**src/rtl/alu_pkg.sv**
```systemverilog
// alu_pkg: ALU control codes, ALUOp/funct encodings and issue FSM states
package alu_pkg;
  localparam logic [3:0] CTRL_AND  = 4'b0000;
  localparam logic [3:0] CTRL_OR   = 4'b0001;
  localparam logic [3:0] CTRL_ADD  = 4'b0010;
  localparam logic [3:0] CTRL_SUB  = 4'b0110;
  localparam logic [3:0] CTRL_SLT  = 4'b0111;
  localparam logic [3:0] CTRL_NOR  = 4'b1100;
  localparam logic [3:0] CTRL_NAND = 4'b1101;
  localparam logic [1:0] AOP_ADD   = 2'b00;
  localparam logic [1:0] AOP_SUB   = 2'b01;
  localparam logic [1:0] AOP_RTYPE = 2'b10;
  localparam logic [1:0] AOP_SLT   = 2'b11;
  localparam logic [5:0] FN_ADD    = 6'b100000;
  localparam logic [5:0] FN_SUB    = 6'b100010;
  localparam logic [5:0] FN_AND    = 6'b100100;
  localparam logic [5:0] FN_OR     = 6'b100101;
  localparam logic [5:0] FN_NOR    = 6'b100111;
  localparam logic [5:0] FN_SLT    = 6'b101010;
  localparam logic [5:0] FN_NAND   = 6'b111101;
  typedef enum logic [1:0] {IDLE, EXEC, RESP} state_e;
endpackage

```
**src/rtl/alu_ctrl_dec.sv**
```systemverilog
// alu_ctrl_dec: combinational ALUOp/funct to ALU control decode
module alu_ctrl_dec
  import alu_pkg::*;
(
  input  logic [1:0] aluop,
  input  logic [5:0] funct,
  output logic [3:0] ctrl,
  output logic       valid,
  output logic       ovf_en
);
  logic [3:0] fn_ctrl;
  logic       fn_ok;
  always_comb begin
    fn_ctrl = CTRL_ADD;
    fn_ok = 1'b1;
    case (funct)
      FN_ADD:  fn_ctrl = CTRL_ADD;
      FN_SUB:  fn_ctrl = CTRL_SUB;
      FN_AND:  fn_ctrl = CTRL_AND;
      FN_OR:   fn_ctrl = CTRL_OR;
      FN_NOR:  fn_ctrl = CTRL_NOR;
      FN_SLT:  fn_ctrl = CTRL_SLT;
      FN_NAND: fn_ctrl = CTRL_NAND;
      default: fn_ok = 1'b0;
    endcase
    ctrl = aluop == AOP_RTYPE ? fn_ctrl : aluop == AOP_SUB ? CTRL_SUB : aluop == AOP_SLT ? CTRL_SLT : CTRL_ADD;
    valid = aluop != AOP_RTYPE || fn_ok;
    ovf_en = ctrl == CTRL_ADD || ctrl == CTRL_SUB;
  end
endmodule

```
**src/rtl/alu_issue_unit.sv**
```systemverilog
// alu_issue_unit: valid/ready front end that issues one op to the ALU and returns its captured result
module alu_issue_unit
  import alu_pkg::*;
(
  input  logic        clk,
  input  logic        rst_n,
  input  logic        in_valid,
  output logic        in_ready,
  input  logic [1:0]  in_aluop,
  input  logic [5:0]  in_funct,
  input  logic [31:0] in_src1,
  input  logic [31:0] in_src2,
  output logic        alu_rst_n,
  output logic [31:0] alu_src1,
  output logic [31:0] alu_src2,
  output logic [3:0]  alu_ctrl,
  input  logic [31:0] alu_result,
  input  logic        alu_zero,
  input  logic        alu_overflow,
  output logic        out_valid,
  input  logic        out_ready,
  output logic [31:0] out_result,
  output logic        out_zero,
  output logic        out_overflow,
  output logic        out_err,
  output logic [15:0] op_count,
  output logic [7:0]  err_count
);
  state_e     state, state_nx;
  logic [3:0] dec_ctrl;
  logic       dec_valid, dec_ovf_en, ovf_en_q, acc, done;
  alu_ctrl_dec u_dec (
    .aluop  (in_aluop),
    .funct  (in_funct),
    .ctrl   (dec_ctrl),
    .valid  (dec_valid),
    .ovf_en (dec_ovf_en)
  );
  // alu_rst_n doubles as a "reset released" flag so in_ready stays low during reset
  assign in_ready = state == IDLE && alu_rst_n;
  assign out_valid = state == RESP;
  assign acc = in_valid && in_ready;
  assign done = out_valid && out_ready;
  always_comb begin
    state_nx = state;
    case (state)
      IDLE:    state_nx = acc ? (dec_valid ? EXEC : RESP) : IDLE;
      EXEC:    state_nx = RESP;
      RESP:    state_nx = done ? IDLE : RESP;
      default: state_nx = IDLE;
    endcase
  end
  always_ff @(posedge clk) begin
    if (!rst_n) begin
      state <= IDLE;
      alu_rst_n <= 1'b0;
      alu_src1 <= '0;
      alu_src2 <= '0;
      alu_ctrl <= CTRL_ADD;
      ovf_en_q <= 1'b0;
      out_result <= '0;
      out_zero <= 1'b0;
      out_overflow <= 1'b0;
      out_err <= 1'b0;
      op_count <= '0;
      err_count <= '0;
    end else begin
      state <= state_nx;
      alu_rst_n <= 1'b1;
      if (acc && dec_valid) begin
        alu_src1 <= in_src1;
        alu_src2 <= in_src2;
        alu_ctrl <= dec_ctrl;
        ovf_en_q <= dec_ovf_en;
      end
      if (acc && !dec_valid) begin
        out_err <= 1'b1;
        out_result <= '0;
        out_zero <= 1'b0;
        out_overflow <= 1'b0;
      end
      if (state == EXEC) begin
        out_result <= alu_result;
        out_zero <= alu_zero;
        out_overflow <= alu_overflow && ovf_en_q;
        out_err <= 1'b0;
      end
      if (done) begin
        op_count <= op_count + 16'd1;
        if (out_err && err_count != 8'hFF) err_count <= err_count + 8'd1;
      end
    end
  end
endmodule

```
**config.mk**
```make
export PLATFORM = sky130hd
export DESIGN_NAME = alu_issue_unit
export DESIGN_NICKNAME = d
export VERILOG_FILES = /design/src/rtl/alu_pkg.sv /design/src/rtl/alu_ctrl_dec.sv /design/src/rtl/alu_issue_unit.sv
export SDC_FILE = /design/constraint.sdc
export NUM_CORES = 1
export LEC_CHECK = 0
export BUFFER_PORTS_ARGS = -buffer_cell sky130_fd_sc_hd__buf_4
export CAP_MARGIN = 20
export CORE_MARGIN = 2
export CORE_UTILIZATION = 30
export CTS_CLUSTER_DIAMETER = 200
export DETAILED_ROUTE_END_ITERATION = 12
export GPL_TIMING_DRIVEN = 0
export SYNTH_ARGS = -nofsm -noshare
export SYNTH_HDL_FRONTEND = slang
export SYNTH_SLANG_ARGS = --single-unit
```
**constraint.sdc**
```tcl
create_clock -name clk -period 4.8 [get_ports clk]
set_input_delay 0.72 -clock clk [delete_from_list [all_inputs] [get_ports clk]]
set_output_delay 0.72 -clock clk [all_outputs]
set_load 0.02 [all_outputs]
```
### Yosys cells after proc, flatten, opt, wreduce, memory -nomap -nowiden

Index checks and enable logic that the tools add are counted.

| word-level totals | value |
|---|---|
| flip-flop bits (word level) | 131 |
| bits of input ports | 110 |
| word-level logic and storage cells | 61 |
| output and inout bits | 130 |

| operators by class | value |
|---|---|
| eq/ne operators | 16 |
| bitwise logic cells | 1 |
| add/sub/neg operators | 2 |
| reduce and logical (&&, ||, !) cells | 15 |
| multiplexer cells | 15 |

Operators with widths:

| operator | count |
|---|---|
| $mux W32 | 2 |
| $eq A6 B6 Y1 const B | 7 |
| $pmux W4 S6 | 1 |
| $add A16 B1 Y16 const B | 1 |
| $add A8 B1 Y8 const B | 1 |
| $mux W4 | 2 |
| $ne A8 B8 Y1 const B | 1 |
| $logic_and A1 B1 Y1 | 7 |
| $reduce_or A7 Y1 | 1 |
| $eq A2 B2 Y1 const B | 3 |
| $mux W2 | 3 |
| $pmux W2 S3 | 1 |
| $mux W1 | 5 |
| $eq A2 B1 Y1 const B | 2 |
| $eq A4 B2 Y1 const B | 1 |
| $eq A4 B3 Y1 const B | 1 |
| $mux W3 | 1 |
| $logic_not A2 Y1 | 1 |
| $logic_or A1 B1 Y1 | 2 |
| $ne A2 B2 Y1 const B | 1 |
| $reduce_and A2 Y1 | 1 |
| $reduce_bool A2 Y1 | 1 |
| $reduce_or A2 Y1 | 1 |
| $logic_not A1 Y1 | 1 |
| $not A1 Y1 | 1 |

### Depth between registers and ports, before layout

| depth | value |
|---|---|
| word-level depth | 8 |
| mapped depth | 7 |
| mapped depth without buffers | 5 |

### Modules after synthesis

Synthesis repeated with hierarchy kept, for this count alone.

| second synthesis, totals | value |
|---|---|
| cells, all modules | 552 |
| area, all modules | 4852.2 µm² |

By module, submodules not included:

| module | sequential area each (µm²) | times used | area an instance (µm²) | cells an instance |
|---|---|---|---|---|
| alu_issue_unit | 2622.5 | 1 | 4663.2 | 523 |
| alu_ctrl_dec | 0.0 | 1 | 188.9 | 29 |

### Worst setup path before layout

No wires, ideal clock.

| path | value |
|---|---|
| kind | input -> register |
| start point | in in_funct[2] |
| end point | reg alu_src1[28] |
| library setup time | 72 ps |
| stages | 7 |
| arrival time | 2075 ps |
| slack | 2653 ps |
| data required time | 4728 ps |
| buffers on the path | 3 |
| cell sequence | buf_2 > mux2i_1 > a41oi_2 > a21boi_2 > buf_6 > buf_6 > mux2i_1 |

| on the way | value |
|---|---|
| word-level cells in the longest chain between the ends | 5 |
| elaborated cells between the ends (all ways) | 11 |
| those cells by class | eq/ne: 7; mux: 1; reduce/logical: 3 |

RTL lines:

| what | line | text |
|---|---|---|
| start: declaration | alu_issue_unit.sv:10 | `input logic [5:0] in_funct,` |
| $eq A6 B6 Y1 | alu_ctrl_dec.sv:16 | `case (funct)` |
| $reduce_or A7 Y1 (no source line) * | - |  |
| $mux W1 * | alu_ctrl_dec.sv:16 |  |
| $logic_or A1 B1 Y1 * | alu_ctrl_dec.sv:27 | `valid = aluop != AOP_RTYPE \|\| fn_ok;` |
| $logic_and A1 B1 Y1 * | alu_issue_unit.sv:70 | `if (acc && dec_valid) begin` |
| end signal: assignment | alu_issue_unit.sv:71 | `alu_src1 <= in_src1;` |
| end: declaration | alu_issue_unit.sv:14 | `output logic [31:0] alu_src1,` |

Mark *: on every way between the ends. The rest lies on a longest branch, timed or not.
A chain may end at the register's enable or synchronous reset.

### Worst setup path in the final report

| path | value |
|---|---|
| start point | in in_funct[2] |
| end point | reg alu_src2[2] |

| on the way | value |
|---|---|
| word-level cells in the longest chain between the ends | 5 |
| elaborated cells between the ends (all ways) | 11 |
| those cells by class | eq/ne: 7; mux: 1; reduce/logical: 3 |

RTL lines:

| what | line | text |
|---|---|---|
| $eq A6 B6 Y1 | alu_ctrl_dec.sv:16 |  |
| $reduce_or A7 Y1 (no source line) * | - |  |
| $mux W1 * | alu_ctrl_dec.sv:16 |  |
| $logic_or A1 B1 Y1 * | alu_ctrl_dec.sv:27 |  |
| $logic_and A1 B1 Y1 * | alu_issue_unit.sv:70 |  |
| end signal: assignment | alu_issue_unit.sv:72 | `alu_src2 <= in_src2;` |
| end: declaration | alu_issue_unit.sv:15 | `output logic [31:0] alu_src2,` |

Marks and branches as above.

==> flow_summary.json <==
{
  "run_status": "finished clean",
  "synth_commonest_cells": "144 x nand2_1, 131 x dfxtp_1, 75 x mux2i_1, 33 x a22o_1, 23 x clkbuf_1",
  "ys_ff_latch": 131,
  "hold_buffers": 0,
  "clockBufferDepth": 2,
  "area_delta_synth_final_pct": 49.1,
  "cp.arrival_ps": 2470,
  "syn_area_um2": 5320,
  "synth_cell_types": 56,
  "io_pins": 240,
  "drv_cap": 0,
  "multi_input_area_um2": 2470,
  "cts_max_level": 4,
  "p_leak_nw": 3.53,
  "drt_first_pass_iters": 4,
  "antenna_cells": 0,
  "grt_usage": 0.168,
  "synth_edf_count": 0,
  "finalHoldViolCount": 0,
  "grt_max_degree": 17,
  "r2r_cells": 6,
  "post_cts.repair.setup_buffers": 0,
  "clock_latency_ps": 410,
  "via_per_inst": 4.63,
  "drt_iter0_markers": 262,
  "cts_resized": 0,
  "hp-start": "rst_n",
  "cts_tree": "yes",
  "syn-num-nets": 666,
  "die-height_um": 137,
  "cts_root_buffer": "clkbuf_16",
  "reg2reg_to": "alu_src2[2]$_SDFFE_PN0P_",
  "grt_pass1_vias": 4689,
  "fp.dieArea_um2": 18800,
  "yosys-top-cells-area": "dfxtp_1 49%, mux2i_1 14%, nand2_1 10%, a22o_1 5.4%, clkbuf_1 1.6%",
  "fin_tns_setup_ps": 0,
  "cts.sinks": 131,
  "syn_avg_cell_area_um2": 9.60,
  "whs_path_depth": 1,
  "tritoncts.num_buffers": 17,
  "holdPathEnd": "alu_rst_n$_DFF_P_",
  "drtAntennaViolNets": 0,
  "fin_crit_sh": 0.445,
  "core_um2": 17300,
  "critPathRequiredTime_ps": 5140,
  "via_count": 4840,
  "numPortBuffers": 234,
  "peakVddDrop_v": 0.000239,
  "clk_transition_reported_paths_ps": 60,
  "max_freq_mhz": 469,
  "rows": 48,
  "synth_most_common_cell": "nand2_1",
  "power_w": 0.00273,
  "regToRegSetupSlack_ps": 2840,
  "hold_class": "input port to flop",
  "final_nets": 919,
  "p_per_area_nw_per_um2": 344,
  "drive_gt1_frac": 0.354,
  "cp-end-kind": "flop",
  "yosysWarningCount": 0,
  "slew_viol_final": 0,
  "hpwl_um": 11800,
  "async_flop_share": 0,
  "grt_antenna_before_repair": 0,
  "initial_core_util": 0.307,
  "tightestPinTransition_ps": 665,
  "drt_wl_total_um": 16000,
  "wl_per_cell_um": 15.3,
  "regArea_um2": 2620,
  "worst-path-max-fanout": 10,
  "drc": 0,
  "period_needed_ps": 2130,
  "syn-instance-count": 554,
  "grt_overflow": 0,
  "worstSetupStartpointType": "input port",
  "rsz0062_at_grt": "no",
  "synth_top_area_share": 0.493,
  "path_class": "input port to flop",
  "synth_flop_cell": "dfxtp_1",
  "seq_area_frac_synth": 0.493,
  "reg2reg_from": "state[1]$_SDFF_PN0_",
  "slew_headroom": 0.556,
  "grt_pass1_wl_um": 24400,
  "gp_congestion": 0.802,
  "yosysTopAreaCell": "dfxtp_1",
  "fillers": 1710,
  "setup_viol": 0,
  "die_w_um": 137,
  "clock-skew-final_ps": 6.62
}
[through the flow]
step	area, µm²	worst slack (ps)	hold slack [ps]	std cells	util
after floorplan	5320	2650	461	554	-
after global placement	7360	2260	442	1013	0.425
after detailed placement	7360	2240	446	1013	0.425
after CTS	7930	2650	400	1045	0.458
after global routing	7930	2530	406	1045	0.458
final	7930	2670	424	1045	0.458
[area by class of cell]
| type | instances | share of cell area |
|---|---|---|
| flip-flops and latches | 131 | 0.331 |
| multi-input cells | 379 | 0.312 |
| repair buffers | 234 | 0.222 |
| clock buffers | 20 | 0.0589 |
| well taps | 225 | 0.0355 |
| plain buffers | 39 | 0.0260 |
| clock inverters | 12 | 0.0134 |
| inverters | 5 | 0.00237 |
[worst max-delay path by stage]
| stage | startpoint | end | slack [ps] | cells past startpoint |
|---|---|---|---|---|
| 2_1_floorplan | in_funct[2] | alu_src1[28]$_SDFFE_PN0P_ | 2650 | 7 |
| 3_3_place_gp | in_funct[2] | alu_src2[0]$_SDFFE_PN0P_ | 2260 | 7 |
| 3_5_place_dp | in_funct[2] | alu_src1[30]$_SDFFE_PN0P_ | 2240 | 7 |
| 4_1_cts | in_funct[2] | alu_src2[2]$_SDFFE_PN0P_ | 2650 | 7 |
| 5_1_grt | in_funct[2] | alu_src1[29]$_SDFFE_PN0P_ | 2530 | 7 |
| 6_report | in_funct[2] | alu_src2[2]$_SDFFE_PN0P_ | 2670 | 7 |
[critical path, stage by stage]
cell	delay [ps]
buf_2	180
mux2i_1	230
a41oi_2	270
a21boi_2	400
buf_6	250
buf_6	210
mux2i_1	200
[state kept, by name, summed over array words and instances, names as in the netlist]
name	cells
alu_rst_n	1
err_count	8
out_err	1
out_overflow	1
out_zero	1
alu_ctrl	4
state	2
out_result	32
alu_src2	32
alu_src1	32
ovf_en_q	1
op_count	16
[placed cells by master, fill, tap and decap left out, types with 3 or more instances in the layout]
master and count:
nor2b_1 3, inv_1 5, buf_2 9, clkbuf_8 3, clkbuf_16 17, a22o_1 33
nor2_1 18, mux2i_1 75, o21ai_0 3, a21oi_1 6, buf_4 237, and3_1 4
clkinv_2 4, nor3_1 3, and4b_1 3, nand2_1 144, nand2b_1 9, nor4_1 4
xor2_1 6, xnor2_1 6, nand3_1 11, clkinvlp_4 4, and2_1 3, dfxtp_1 131
nand4_1 7, and3b_1 3, clkbuf_1 23
[power by group]
part           leakage [nW]  internal, W  total [W]  switching [W]
clock network         0.274     0.000752    0.00125       0.000499
logic                  2.19     0.000159   0.000331       0.000171
registers              1.06      0.00113    0.00115      0.0000211
[logic make-up after synthesis]
kind of cell,after synthesis,share of synthesized area
simple gates,225,0.194
flops,131,0.493
mux,75,0.141
compound gates,65,0.104
buf+inv,44,0.0424
xor+xnor,12,0.0198
fa+ha+maj,2,0.00471
[routing by layer]
metal | global-route usage | part of all wire | vias up
met3 | 0.0726 | 0.11 | 13
met2 | 0.261 | 0.44 | 204
li1 | - | - | 2436
met4 | 0.0573 | 0.011 | 0
met5 | 0 | 0 | -
met1 | 0.207 | 0.44 | 2187
No activity file was read; power rests on OpenSTA's default activity.
